`config.mk`:
```
export PLATFORM = sky130hd
export DESIGN_NAME = dpsk_bit_source
export DESIGN_NICKNAME = d
export VERILOG_FILES = /design/src/rtl/dpsk_bit_source.sv
export SDC_FILE = /design/constraint.sdc
export NUM_CORES = 1
export LEC_CHECK = 0
export ABC_AREA = 1
export CORE_MARGIN = 3
export CORE_UTILIZATION = 38
export DETAILED_ROUTE_END_ITERATION = 10
export GPL_TIMING_DRIVEN = 0
export SLEW_MARGIN = 20
export SYNTH_ARGS = -nofsm -noshare
export SYNTH_HDL_FRONTEND = slang
export SYNTH_SLANG_ARGS = --single-unit
```
`constraint.sdc`:
```
create_clock -name clk -period 1.7 [get_ports clk]
set_input_delay 0.255 -clock clk [delete_from_list [all_inputs] [get_ports clk]]
set_output_delay 0.255 -clock clk [all_outputs]
set_load 0.01 [all_outputs]
```
`src/rtl/dpsk_bit_source.sv`:
```
// dpsk_bit_source: byte-to-serial symbol source for the DPSK modulator.
// Bytes arrive over a valid/ready handshake into a one-entry holding
// register, are shifted out MSB first at one bit per CLK_DIV clocks, and an
// idle bit is emitted whenever no data is being shifted. All symbol-side
// state changes only on baud ticks, so ser_code_out is a clean baud stream.
//
// Build option: define PN_IDLE_EN to make the idle bit the MSB of a 7-bit
// x^7+x^6+1 LFSR (seeded with PN_SEED). Without it the idle bit is a
// constant 0 (continuous carrier at the modulator) and no LFSR is built.

module dpsk_bit_source #(
    parameter int unsigned CLK_DIV = 50,
    parameter logic [6:0]  PN_SEED = 7'h7F
) (
    input  logic       clk,
    input  logic       rst,
    input  logic [7:0] byte_data,
    input  logic       byte_valid,
    output logic       byte_ready,
    output logic       ser_code_out,
    output logic       sym_strobe,
    output logic       busy,
    output logic       frame_end
);

    localparam int unsigned CntW   = $clog2(CLK_DIV);
    localparam logic [CntW-1:0] CntMax = CntW'(CLK_DIV - 1);

    // Elaboration-time sanity checks on the configuration.
    if (CLK_DIV < 2) begin : g_bad_clk_div
        $error("dpsk_bit_source: CLK_DIV must be >= 2");
    end
    if (PN_SEED == 7'h00) begin : g_bad_seed
        $error("dpsk_bit_source: PN_SEED must be non-zero");
    end

    typedef enum logic [0:0] {
        StIdle,
        StShift
    } state_e;

    state_e          state_q, state_d;
    logic [CntW-1:0] cnt_q;
    logic            tick;

    // Holding register and handshake.
    logic [7:0]      hold_q, hold_d;
    logic            hold_full_q, hold_full_d;
    logic            byte_ready_q;
    logic            transfer;
    logic            load;

    // Shifter holds the bits still to be sent after the one on the line.
    logic [6:0]      shift_q, shift_d;
    logic [2:0]      bit_cnt_q, bit_cnt_d;

    logic            ser_q, ser_d;
    logic            strobe_q;
    logic            frame_end_q, frame_end_d;
    logic            idle_bit;

    assign tick     = (cnt_q == CntMax);
    assign transfer = byte_valid & byte_ready_q;

    // Free-running baud counter, wraps at CLK_DIV-1 in every state.
    always_ff @(posedge clk or posedge rst) begin
        if (rst) begin
            cnt_q <= '0;
        end else if (tick) begin
            cnt_q <= '0;
        end else begin
            cnt_q <= cnt_q + CntW'(1);
        end
    end

`ifdef PN_IDLE_EN
    logic [6:0] lfsr_q, lfsr_d;

    assign idle_bit = lfsr_q[6];

    // LFSR advances once per idle-state tick and freezes while shifting data.
    always_comb begin
        lfsr_d = lfsr_q;
        if (tick && (state_q == StIdle)) begin
            lfsr_d = {lfsr_q[5:0], lfsr_q[6] ^ lfsr_q[5]};
        end
    end

    // LFSR state register.
    always_ff @(posedge clk or posedge rst) begin
        if (rst) begin
            lfsr_q <= PN_SEED;
        end else begin
            lfsr_q <= lfsr_d;
        end
    end
`else
    assign idle_bit = 1'b0;
`endif

    // Symbol FSM: decides what goes on the line at each tick.
    always_comb begin
        state_d     = state_q;
        shift_d     = shift_q;
        bit_cnt_d   = bit_cnt_q;
        ser_d       = ser_q;
        frame_end_d = 1'b0;
        load        = 1'b0;

        if (tick) begin
            case (state_q)
                StIdle: begin
                    if (hold_full_q) begin
                        load      = 1'b1;
                        shift_d   = hold_q[6:0];
                        ser_d     = hold_q[7];
                        bit_cnt_d = 3'd7;
                        state_d   = StShift;
                    end else begin
                        ser_d = idle_bit;
                    end
                end
                StShift: begin
                    if (bit_cnt_q != 3'd0) begin
                        ser_d     = shift_q[6];
                        shift_d   = {shift_q[5:0], 1'b0};
                        bit_cnt_d = bit_cnt_q - 3'd1;
                    end else if (hold_full_q) begin
                        // Back-to-back byte: reload without an idle gap.
                        load      = 1'b1;
                        shift_d   = hold_q[6:0];
                        ser_d     = hold_q[7];
                        bit_cnt_d = 3'd7;
                    end else begin
                        ser_d       = idle_bit;
                        frame_end_d = 1'b1;
                        state_d     = StIdle;
                    end
                end
                default: begin
                    state_d = StIdle;
                end
            endcase
        end
    end

    // Holding register next state. A transfer only happens while the hold is
    // empty and a load only while it is full, so the two never coincide.
    always_comb begin
        hold_d      = hold_q;
        hold_full_d = hold_full_q;
        if (load) begin
            hold_full_d = 1'b0;
        end
        if (transfer) begin
            hold_d      = byte_data;
            hold_full_d = 1'b1;
        end
    end

    // Symbol-side and handshake state registers.
    always_ff @(posedge clk or posedge rst) begin
        if (rst) begin
            state_q      <= StIdle;
            shift_q      <= '0;
            bit_cnt_q    <= '0;
            ser_q        <= 1'b0;
            strobe_q     <= 1'b0;
            frame_end_q  <= 1'b0;
            hold_q       <= '0;
            hold_full_q  <= 1'b0;
            byte_ready_q <= 1'b0;
        end else begin
            state_q      <= state_d;
            shift_q      <= shift_d;
            bit_cnt_q    <= bit_cnt_d;
            ser_q        <= ser_d;
            strobe_q     <= tick;
            frame_end_q  <= frame_end_d;
            hold_q       <= hold_d;
            hold_full_q  <= hold_full_d;
            // Tracks the next hold state so a second transfer cannot follow
            // the first one before the hold is unloaded.
            byte_ready_q <= !hold_full_d;
        end
    end

    assign byte_ready   = byte_ready_q;
    assign ser_code_out = ser_q;
    assign sym_strobe   = strobe_q;
    assign busy         = (state_q == StShift);
    assign frame_end    = frame_end_q;

endmodule

```
==> impl_summary.log <==
INFO  metric clkLatencyLatePin = 0.28 ns
INFO  metric share_seq_of_total_power = 53.6%
INFO  metric num_vias = 1,083
INFO  metric num-nets-final = 196
INFO  metric mappedNetlistNets = 174
INFO  metric post-route-util = 50.0%
INFO  metric drtAntennaViolNets = 0
INFO  metric grt_first_pass_wirelength = 4.64 mm
INFO  metric met3_length = 178 µm
INFO  metric globalRouteOverflowTotal = 0
INFO  metric cts_max_path_buffers = 2
INFO  metric power.density = 757 nW/µm²
INFO  metric flow.area_growth_from_synthesis = 20.5%
INFO  metric antenna_found_initial = 0
INFO  metric ys.warnings.count = 0
INFO  metric dr.pass1.iters = 4
INFO  metric crit_path_max_fanout = 4
INFO  metric drt_drc_violations_left = 0
INFO  metric timing.critical_path.max_delay_family = buffers and inverters
INFO  metric timing.critical_path.arrival = 1.26 ns
INFO  metric postSynthCellCount = 159
INFO  metric final-max-slew-violation-count = 0
INFO  metric multi_input_gate_area_in_the_final_layout = 614 µm²
INFO  metric switching_share = 20.4%
INFO  metric first_iter_violations = 54
INFO  metric grt_pass1_vias = 1,145
INFO  metric drv_cap = 0
INFO  metric antenna_cells = 0
INFO  metric timing.critical_path.slowest_cell_delay = 0.56 ns
INFO  metric required_time_of_the_critical_path = 1.44 ns
INFO  metric worstSetupPathType = register to output pin
INFO  metric post-cts-setup-buffer-count = 0
INFO  metric slew_headroom = 59.0%
INFO  metric core.rowCount = 21
INFO  metric yosysTopAreaCellShare = 51.4%
INFO  metric grt_max_degree = 31
INFO  metric power_report.internal_total = 1.06 mW
INFO  metric worstSetupStartpoint = busy
INFO  metric resized_after_cts = 0
INFO  metric syn_avg_cell_area = 9.18 µm²
INFO  metric die_h = 68.0 µm
INFO  metric rsz0062_at_grt = false
INFO  metric yosys.area.top_type = sky130_fd_sc_hd__dfrtp_1
INFO  metric hold_buffers = 0
INFO  metric cts.root.buffer_cell = sky130_fd_sc_hd__clkbuf_8
INFO  metric cp-start-kind = register
INFO  metric place.port_buffers = 15
INFO  metric final_min_period_over_clock_period = 88.9%
INFO  metric layout_commonest_cell = sky130_fd_sc_hd__nand2_1
INFO  metric number_of_unique_standard_cell_types_used_by_synthesis = 24
INFO  metric run_status = complete, no violations
INFO  metric clkPwrFrac = 43.7%
INFO  metric drive_above_1_share = 14.8%
INFO  metric holdCritPathClass = input pin to async pin
INFO  metric viasPerCell = 4.75
INFO  metric ir_drop = 0.592 mV
INFO  metric design.die.area = 4620 µm²
INFO  metric fillCellCount = 348
INFO  metric crit_slowest_cell = sky130_fd_sc_hd__clkdlybuf4s50_1
INFO  metric final.setup_skew = 0.00716 ns
INFO  metric layout.area.seq = 751 µm²
INFO  metric drt_wl_total = 2.64 mm
INFO  metric clock_sink_count = 30
INFO  metric mostFrequentLayoutCells = sky130_fd_sc_hd__nand2_1 (44), sky130_fd_sc_hd__dfrtp_1 (30), sky130_fd_sc_hd__nand3_1 (23)
INFO  metric dieWidth = 68.0 µm
INFO  metric synth.ff_latch_count = 30
INFO  metric cell_types_occupying_the_most_area_after_synthesis = sky130_fd_sc_hd__dfrtp_1 (51%), sky130_fd_sc_hd__nand2_1 (11%), sky130_fd_sc_hd__nand3_1 (7.9%), sky130_fd_sc_hd__mux2_2 (6.2%), sky130_fd_sc_hd__inv_1 (4.4%)
INFO  metric cp_num_buf_inv = 1
INFO  metric max_freq = 0.662 GHz
INFO  metric initial_core_util = 41.5%
INFO  metric crit_chain = clkdlybuf4s50_1
INFO  metric finalWorstPathRequiredPeriod = 1.51 ns
INFO  metric finalHoldViolCount = 0
INFO  metric net-switching-power = 0.272 mW
INFO  metric synth.yosys.seq_area_share = 51.4%
INFO  metric route.layer.met1.wl = 1.08 mm
INFO  metric leakagePower = 0.905 nW
INFO  metric tritoncts.num_buffers = 5
INFO  metric power.share.combinational = 2.7%
INFO  metric clock_tree_from_tritoncts = yes
INFO  metric critical_path.endpoint_type = output pin
INFO  metric io_pins = 16
INFO  metric wl_per_cell = 11.6 µm
INFO  metric critical_path.reg2reg.startpoint = bit_cnt_q[0]
INFO  metric path_clk_slew = 0.06 ns
INFO  metric track_usage = 13.8%
INFO  metric coreArea = 3520 µm²
INFO  metric timing.final.setup_violations = 0
INFO  metric gpl.final_weighted_congestion = 0.730
INFO  metric top_layer_used = met4
INFO  metric netlist_area = 1460 µm²
INFO  metric place_hpwl = 1.88 mm
INFO  metric h-tree-depth = 2
INFO  metric worst_pin_slew = 0.614 ns
INFO  metric setup_tns = 0 ns
INFO  metric met2RoutedLength = 1.33 mm
[cells by family (layout without fill, tap and decap cells)]
group | count (synthesis) | after routing | share of synthesized area, %
AOI/OAI and AO/OA | 10 | 10 | 4.97
xor gates and xnor gates | 1 | 1 | 0.600
adders and majority gates | 4 | 4 | 3.43
buffers and inverters | 20 | 43 | 6.51
DFF | 30 | 30 | 51.4
muxes | 8 | 8 | 6.17
and+or+nand+nor | 86 | 86 | 26.9
[synthesized netlist by cell type]
cell / n
sky130_fd_sc_hd__mux2_2: 8
sky130_fd_sc_hd__a21oi_4: 1
sky130_fd_sc_hd__nand2_4: 1
sky130_fd_sc_hd__nor2_8: 1
sky130_fd_sc_hd__buf_2: 1
sky130_fd_sc_hd__nand3_2: 1
sky130_fd_sc_hd__dfrtp_1: 30
sky130_fd_sc_hd__a21oi_1: 2
sky130_fd_sc_hd__o21ai_0: 4
sky130_fd_sc_hd__nor2_2: 1
sky130_fd_sc_hd__o211ai_1: 1
sky130_fd_sc_hd__xor2_1: 1
sky130_fd_sc_hd__nor4_1: 1
sky130_fd_sc_hd__nand3_1: 23
sky130_fd_sc_hd__a31oi_2: 1
sky130_fd_sc_hd__buf_6: 1
sky130_fd_sc_hd__o22ai_1: 1
sky130_fd_sc_hd__buf_8: 1
sky130_fd_sc_hd__nor2_1: 11
sky130_fd_sc_hd__nand2_2: 2
sky130_fd_sc_hd__inv_1: 17
sky130_fd_sc_hd__nand2_1: 44
sky130_fd_sc_hd__ha_1: 4
sky130_fd_sc_hd__nor3_1: 1
[final timing paths]
| path | slack, ns | depth (start not counted) | end |
|---|---|---|---|
| max in group asynchronous | 0.93 | 2 | hold_full_q |
| worst min register to register | 0.49 | 1 | cnt_q[0] |
| worst max register to register | 0.28 | 8 | bit_cnt_q[2] |
| worst max-delay path | 0.19 | 1 | busy |
| min in group clk | 0.49 | 1 | cnt_q[0] |
| worst min-delay path | 0.37 | 2 | cnt_q[0] |
[area by class of cell]
cell class,count,area share [%]
Buffer,3,1.78
Clock buffer,7,4.91
Clock inverter,1,0.284
Inverter,17,3.63
Multi-Input combinational cell,109,34.9
Sequential cell,30,42.7
Tap cell,46,3.27
Timing Repair Buffer,15,8.53
[per-layer routing]
layer / track usage [%] / vias to the layer above
li1: - / 556
met1: 14.3 / 492
met2: 24.2 / 30
met3: 4.93 / 5
met4: 7.20 / 0
met5: 0 / -
[state kept, by name, summed over array words and instances, names as in the netlist, 3 cells and up]
register,cells
bit_cnt_q,3
cnt_q,6
hold_q,8
shift_q,7
[power groups by stage]
stage               clock network [mW]  registers, mW  logic (mW)
global route                     0.635          0.713      0.0401
global placement                     0          0.727      0.0365
finish                           0.582          0.714      0.0359
floorplan                            0          0.727      0.0108
detailed placement                   0          0.727      0.0377
CTS                              0.606          0.714      0.0374
[through the flow]
step	std cells	power (mW)	area [µm²]	worst slack, ns	hold WS (ns)
6_report	228	1.33	1760	0.189	0.366
5_1_grt	228	1.39	1760	0.155	0.409
4_1_cts	228	1.36	1760	0.185	0.380
3_5_place_dp	220	0.765	1670	0.253	0.485
3_3_place_gp	220	0.764	1670	0.0806	0.463
2_1_floorplan	159	0.738	1460	0.446	0.346
[worst register-to-register path, delay by kind of cell (launching register included)]
family,cells,cell delay (ns)
fa+ha+maj,1,0.26
compound gates,1,0.20
simple gates,4,0.39
buf+inv,2,0.11
flops,1,0.36
(Power assumes the default switching activity.)
